File: src/rtl/reg_16x4_search.sv
// Reverse lookup for the fixed 16x4 constant table.
// A captured key is compared against one table entry per clock. The block
// reports the lowest matching address and the number of matching entries.
// With STOP_ON_FIRST set, the scan ends at the first hit.
module reg_16x4_search #(
   parameter bit STOP_ON_FIRST = 1'b0
) (
   input  logic       CLK,
   input  logic       RST,
   input  logic       Start,
   input  logic [3:0] Key,
   output logic       Busy,
   output logic       Done,
   output logic       Found,
   output logic [3:0] MatchAddr,
   output logic [4:0] Count
);

   typedef enum logic {
      IDLE = 1'b0,
      SCAN = 1'b1
   } state_t;

   // Same contents as the forward table; must be kept in step with it.
   function automatic logic [3:0] f_table(input logic [3:0] addr);
      logic [3:0] val;
      case (addr)
         4'h0: val = 4'hC;
         4'h1: val = 4'h2;
         4'h2: val = 4'h9;
         4'h3: val = 4'hA;
         4'h4: val = 4'h7;
         4'h5: val = 4'h1;
         4'h6: val = 4'hC;
         4'h7: val = 4'h0;
         4'h8: val = 4'hF;
         4'h9: val = 4'h1;
         4'hA: val = 4'h3;
         4'hB: val = 4'hD;
         4'hC: val = 4'h8;
         4'hD: val = 4'hE;
         4'hE: val = 4'hA;
         default: val = 4'h6;
      endcase
      return val;
   endfunction

   state_t     r_state;
   logic [3:0] r_ptr;
   logic [3:0] r_key;
   logic       r_done;
   logic       r_found;
   logic [3:0] r_addr;
   logic [4:0] r_count;

   state_t     w_state_nx;
   logic [3:0] w_ptr_nx;
   logic [3:0] w_key_nx;
   logic       w_done_nx;
   logic       w_found_nx;
   logic [3:0] w_addr_nx;
   logic [4:0] w_count_nx;
   logic       w_hit;
   logic       w_last;

   // Entry under the pointer versus the latched key; only meaningful in SCAN.
   assign w_hit  = (f_table(r_ptr) == r_key);
   // The scan ends after entry 15, or at the first hit in early-exit mode.
   assign w_last = (r_ptr == 4'hF) || (STOP_ON_FIRST && w_hit);

   // Next-state and next-result logic; all registers hold unless changed here.
   always_comb begin
      w_state_nx = r_state;
      w_ptr_nx   = r_ptr;
      w_key_nx   = r_key;
      w_done_nx  = 1'b0;
      w_found_nx = r_found;
      w_addr_nx  = r_addr;
      w_count_nx = r_count;
      case (r_state)
         IDLE: begin
            // Results from the previous search are held until a new Start.
            if (Start) begin
               w_key_nx   = Key;
               w_ptr_nx   = 4'h0;
               w_found_nx = 1'b0;
               w_addr_nx  = 4'h0;
               w_count_nx = 5'd0;
               w_state_nx = SCAN;
            end
         end
         SCAN: begin
            // Start and Key are deliberately not looked at while scanning.
            if (w_hit) begin
               w_count_nx = r_count + 5'd1;
               if (!r_found) begin
                  w_found_nx = 1'b1;
                  w_addr_nx  = r_ptr;
               end
            end
            if (w_last) begin
               w_done_nx  = 1'b1;
               w_ptr_nx   = 4'h0;
               w_state_nx = IDLE;
            end else begin
               w_ptr_nx = r_ptr + 4'd1;
            end
         end
         default: begin
            w_state_nx = IDLE;
         end
      endcase
   end

   // State and result registers; reset wins over everything, including mid-scan.
   always_ff @(posedge CLK) begin
      if (RST) begin
         r_state <= IDLE;
         r_ptr   <= 4'h0;
         r_key   <= 4'h0;
         r_done  <= 1'b0;
         r_found <= 1'b0;
         r_addr  <= 4'h0;
         r_count <= 5'd0;
      end else begin
         r_state <= w_state_nx;
         r_ptr   <= w_ptr_nx;
         r_key   <= w_key_nx;
         r_done  <= w_done_nx;
         r_found <= w_found_nx;
         r_addr  <= w_addr_nx;
         r_count <= w_count_nx;
      end
   end

   assign Busy      = (r_state == SCAN);
   assign Done      = r_done;
   assign Found     = r_found;
   assign MatchAddr = r_addr;
   assign Count     = r_count;

endmodule

File: config.mk
export PLATFORM = sky130hd
export DESIGN_NAME = reg_16x4_search
export DESIGN_NICKNAME = d
export VERILOG_FILES = /design/src/rtl/reg_16x4_search.sv
export SDC_FILE = /design/constraint.sdc
export NUM_CORES = 1
export LEC_CHECK = 0
export CORE_MARGIN = 4
export CORE_UTILIZATION = 50
export CTS_BUF_LIST = sky130_fd_sc_hd__clkbuf_2
export DETAILED_ROUTE_END_ITERATION = 12
export PLACE_DENSITY = 0.82
export SLEW_MARGIN = 40
export SYNTH_ARGS = -nofsm -noshare
export SYNTH_HDL_FRONTEND = slang
export SYNTH_SLANG_ARGS = --single-unit
File: constraint.sdc
create_clock -name CLK -period 2.6 [get_ports CLK]
set_input_delay 0.65 -clock CLK [delete_from_list [all_inputs] [get_ports CLK]]
set_output_delay 0.65 -clock CLK [all_outputs]
set_load 0.005 [all_outputs]
==> qor.yml, run 1 <==
dieWidth_um: 60.7
floorplan.initialDensity: 0.541
path_class: "primary input to register"
netlist_instances: 143
p_leak_nw: 0.584
final_cell_mix: "dfxtp_1 (24), clkdlybuf4s50_1 (18), o211ai_1 (14)"
avgSynthCellArea_um2: 9.72
io_buffers: 18
grt_usage: 0.174
clock_sinks: 24
cp-start-kind: "primary input"
utilization: 0.624
core_region_area_um2: 2570
avgViaCountPerCell: 5.88
dr.pass1.iters: 4
clock.fmax_ghz: 0.466
cp_data_arrival_time_ps: 2450
synth_edf_count: 0
ant_nets: 0
hold_class: "register to register"
tightest_slew_ps: 524
hold_viol: 0
peakVddDrop_mv: 0.304
drv_cap: 0
finalPower_uw: 646
fin_cells: 192
wl_um: 2850
post_drt_wl_per_cell_um: 14.8
cts_hold_buf: 0
rows: 18
gp_congestion: 0.898
grt_first_pass_wirelength_um: 4820
vias: 1128
slew_headroom: 0.650
cts_resized: 0
netlist_area_um2: 1390
cts_setup_buffers: 0
ys_ff_latch: 24
finalSetupViolCount: 0
fin_nets: 177
r2r_setup_slack_ps: 720
cts-root-buf: "clkbuf_2"
clock_skew_ps: 3.94
crit_fanout: 6
drc: 0
clk_path_buf_depth: 2
drive_above_1_share: 0.130
seq_area_frac_synth: 0.346
grt-ovfl-total: 0
grt_max_degree: 19
grt_pass1_vias: 1144
die_h_um: 60.7
syn_nets: 157
ys_types: 45
dp.cells: 188
cp-end-kind: "register"
layout_min_cycle_time_ps: 2150
ctsHtreeMaxLevel: 1
antenna_found_initial: 0
fin_tns_setup_ps: 0
rsz0062_at_grt: "no"
synth_warnings: 0
cts_tree: "yes"
ys.flop_type: "dfxtp_1"
cts_made_buffers: 3
syn2layout_area_growth_pct: 15.2
final_common_cell: "dfxtp_1"
drt_iter0_drc: 46
num_antenna_cells: 0
insertion_delay_ps: 350
powerDensity_nw_per_um2: 403
cts.clk_slew.worst_paths_ps: 220
status: "completed"
ios: 19
async_flop_share: 0
timing.final.crit_share: 0.826
dp_hpwl_um: 2200
die-area_um2: 3690
slew_violations: 0
required_ps: 2900
-- metrics by stage --
step	worst slack [ps]	area (um^2)	hold WS (ps)
3_3_place_gp	172	1580	511
2_1_floorplan	516	1390	475
5_1_grt	414	1600	575
3_5_place_dp	76.4	1580	523
4_1_cts	447	1600	551
6_report	452	1600	548
-- final timing paths --
check	start	end	cells after the start
worst max register to register	r_ptr[0]$_SDFFE_PP0N_	register	5
worst min-delay path	r_ptr[3]$_SDFFE_PP0N_	Done$_SDFF_PP0_	2
worst min register to register	r_ptr[3]$_SDFFE_PP0N_	Done$_SDFF_PP0_	2
worst max-delay path	Start	register	6
-- cell type report --
| type | instances | area (um^2) |
|---|---|---|
| tap | 30 | 37.5 |
| clock buffer | 3 | 15.0 |
| fill | 221 | 966 |
| sequential | 24 | 480 |
| inverter | 7 | 26.3 |
| clock inverter | 1 | 3.75 |
| timing repair buffer | 23 | 218 |
| multi-input combinational | 104 | 821 |
-- worst max-delay path, cell delays in order --
cell and delay (ps):
clkdlybuf4s50_1 440, or3b_1 380, a21o_1 270, ha_1 320, mux2_2 280, mux2i_1 120
-- report_power, final --
part           total, mW  switching (mW)  internal, mW
registers          0.392          0.0111         0.381
logic              0.106          0.0585        0.0479
clock network      0.148           0.114        0.0334
total              0.646           0.184         0.462
-- Yosys cell counts (2+ instances only) --
master     number  area [um^2]
or2_2           2         12.5
buf_6           2         22.5
buf_2           3         15.0
nand2b_1        4         25.0
a21oi_2         2         17.5
o211ai_1       14          105
a211o_1         3         26.3
inv_1           7         26.3
mux2i_1         8         80.1
a31oi_1         5         31.3
nand3_1         8         40.0
xnor2_1         4         35.0
nor3b_1         2         15.0
dfxtp_1        24          480
nand2_1         6         22.5
nor2b_1         2         12.5
a21oi_1         7         35.0
ha_1            7         87.6
nand3b_1        2         15.0
a2bb2oi_1       2         17.5
nor2_1          5         18.8
-- cell families (layout without fill, tap and decap cells) --
family	Yosys count	in the layout	synth area share
compound gates	42	42	0.236
simple gates	40	40	0.177
flops	24	24	0.346
buf+inv	15	34	0.0639
mux	9	9	0.0657
fa+ha+maj	7	7	0.0630
xor+xnor	6	6	0.0486
-- per-layer routing --
| layer | up-vias | global-route usage | part of all wire |
|---|---|---|---|
| li1 | 564 | - | - |
| met4 | 0 | 0.0929 | 0.021 |
| met3 | 7 | 0.0362 | 0.034 |
| met2 | 20 | 0.308 | 0.51 |
| met5 | - | 0 | 0 |
| met1 | 537 | 0.194 | 0.44 |
(Power assumes the default switching activity.)
==> run 2, diff against run 1 <==
- PLACE_DENSITY: 0.82 -> 0.85
- clock period: 2.6 -> 1.9 ns (I/O delays scaled with it)
==> run 2 against run 1 <==
Net effect:
- sequential cell count stayed put
- global-route usage is 0.20 points lower
- hold slack worse by 11 ps
- sequential power grew 37%
- wire length rose by 0.56%
- first-iteration DRC count up 93%
- critical path depth down 5
- clock skew rose by 8.8 ps
- via count is 4.3% higher
- final cell count rose by 3.1%
- register-to-register slack lost 590 ps
- combinational power up 42%
- critical path type is now register to output pin
==> qor.yml, run 2 (synthesized netlist as in run 1, its figures left out) <==
worst-path-buf-inv: 1
p_leak_nw: 0.626
finalSetupViolCount: 0
r2r_setup_slack_ps: 130
drv_cap: 0
cp_cell_sequence: "clkdlybuf4s50_1"
insertion_delay_ps: 360
drive_above_1_share: 0.185
num_antenna_cells: 0
peakVddDrop_mv: 0.538
grt_first_pass_wirelength_um: 4870
finalWorstSetupSlack_ps: 73.3
rsz0062_at_grt: "no"
ios: 19
path_class: "register to output pin"
dr.pass1.iters: 4
rows: 18
powerDensity_nw_per_um2: 618
clock.fmax_ghz: 0.547
die_h_um: 60.7
slew_headroom: 0.739
syn2layout_area_growth_pct: 20.6
antenna_found_initial: 0
r2r-start: "r_ptr[0]$_SDFFE_PP0N_"
final_cell_mix: "dfxtp_1 (21), clkdlybuf4s50_1 (18), o211ai_1 (14)"
cp-start-kind: "register"
cp_data_arrival_time_ps: 1350
gp_congestion: 0.911
dp_slack_ps: -306
wl_um: 2870
hold_class: "register to register"
dieWidth_um: 60.7
floorplan.initialDensity: 0.541
crit_path_max_incr_delay_ps: 530
drc: 0
status: "completed"
ctsHtreeMaxLevel: 1
tightest_slew_ps: 391
clock_skew_ps: 12.7
ant_nets: 0
cp-end-kind: "output pin"
final_common_cell: "dfxtp_1"
cts_hold_buf: 0
hold_depth: 2
cts-root-buf: "clkbuf_2"
drt_iter0_drc: 89
io_buffers: 18
clock_sinks: 24
layout_min_cycle_time_ps: 1830
avgViaCountPerCell: 5.94
cts.clk_slew.worst_paths_ps: 230
crit_fanout: 10
grt-ovfl-total: 0
min_from: "r_ptr[3]$_SDFFE_PP0N_"
post_drt_wl_per_cell_um: 14.5
slew_violations: 0
utilization: 0.653
grt_pass1_vias: 1151
timing.final.crit_share: 0.961
clk_path_buf_depth: 2
vias: 1177
core_region_area_um2: 2570
die-area_um2: 3690
cts_tree: "yes"
grt_usage: 0.172
required_ps: 1420
cts_made_buffers: 3
cp_top_family: "buffers and inverters"
hold_viol: 0
fin_nets: 183
dp_hpwl_um: 2150
hold_end: "Done$_SDFF_PP0_"
reg2reg_depth: 8
grt_max_degree: 19
crit_slowest_cell: "clkdlybuf4s50_1"
## run 2: changes by cell type in the layout (fill, tap and decap cells not counted)
cell | before | now
clkinv_1 | 1 | 0
dfxtp_2 | 0 | 3
buf_4 | 5 | 11
dfxtp_1 | 24 | 21
bufinv_16 | 0 | 1
## run 2: worst max-delay path by stage
stage	from	end	slack, ps	cells after the start
after CTS	Count[2]$_SDFFE_PP0P_	Count[2]	60	1
after detailed placement	Start	register	-310	7
after floorplan	Start	register	10	6
after global routing	Busy$_SDFF_PP0_	Busy	9	1
final	Busy$_SDFF_PP0_	Busy	70	1
after global placement	Start	register	-270	6
## run 2: metrics by stage
stage | hold WS, ps | cells | setup TNS (ps) | power, mW | instance area (um^2)
3_3_place_gp | 507 | 194 | -914 | 0.689 | 1630
4_1_cts | 542 | 198 | 0 | 1.04 | 1670
3_5_place_dp | 520 | 194 | -1030 | 0.696 | 1630
5_1_grt | 570 | 198 | 0 | 1.08 | 1680
6_report | 537 | 198 | 0 | 1.04 | 1680
2_1_floorplan | 475 | 143 | 0 | 0.649 | 1390
## run 2: metal layers
layer	vias to the layer above	track usage	wire, um
li1	581	-	-
met2	32	0.284	1410
met5	-	0	0
met3	5	0.0277	136
met4	0	0.0836	41
met1	559	0.217	1280
## run 2: cell type report
cell class              count  area, um^2
clock buffers               3        15.0
clock inverters             1        30.0
fillers                   215         891
inverters                   7        26.3
multi-input cells         104         821
flip-flops and latches     24         484
well taps                  30        37.5
repair buffers             29         263
## run 2: timing repair
action,in CTS,in global routing
setup endpoints to repair,1,2
buffers inserted,0,0
gates resized for setup,1,2
## run 2: power breakdown
group	switching [mW]	total, mW	internal [mW]
Combinational	0.0809	0.151	0.0700
Clock	0.167	0.348	0.181
Sequential	0.0158	0.537	0.521
Total	0.263	1.04	0.773
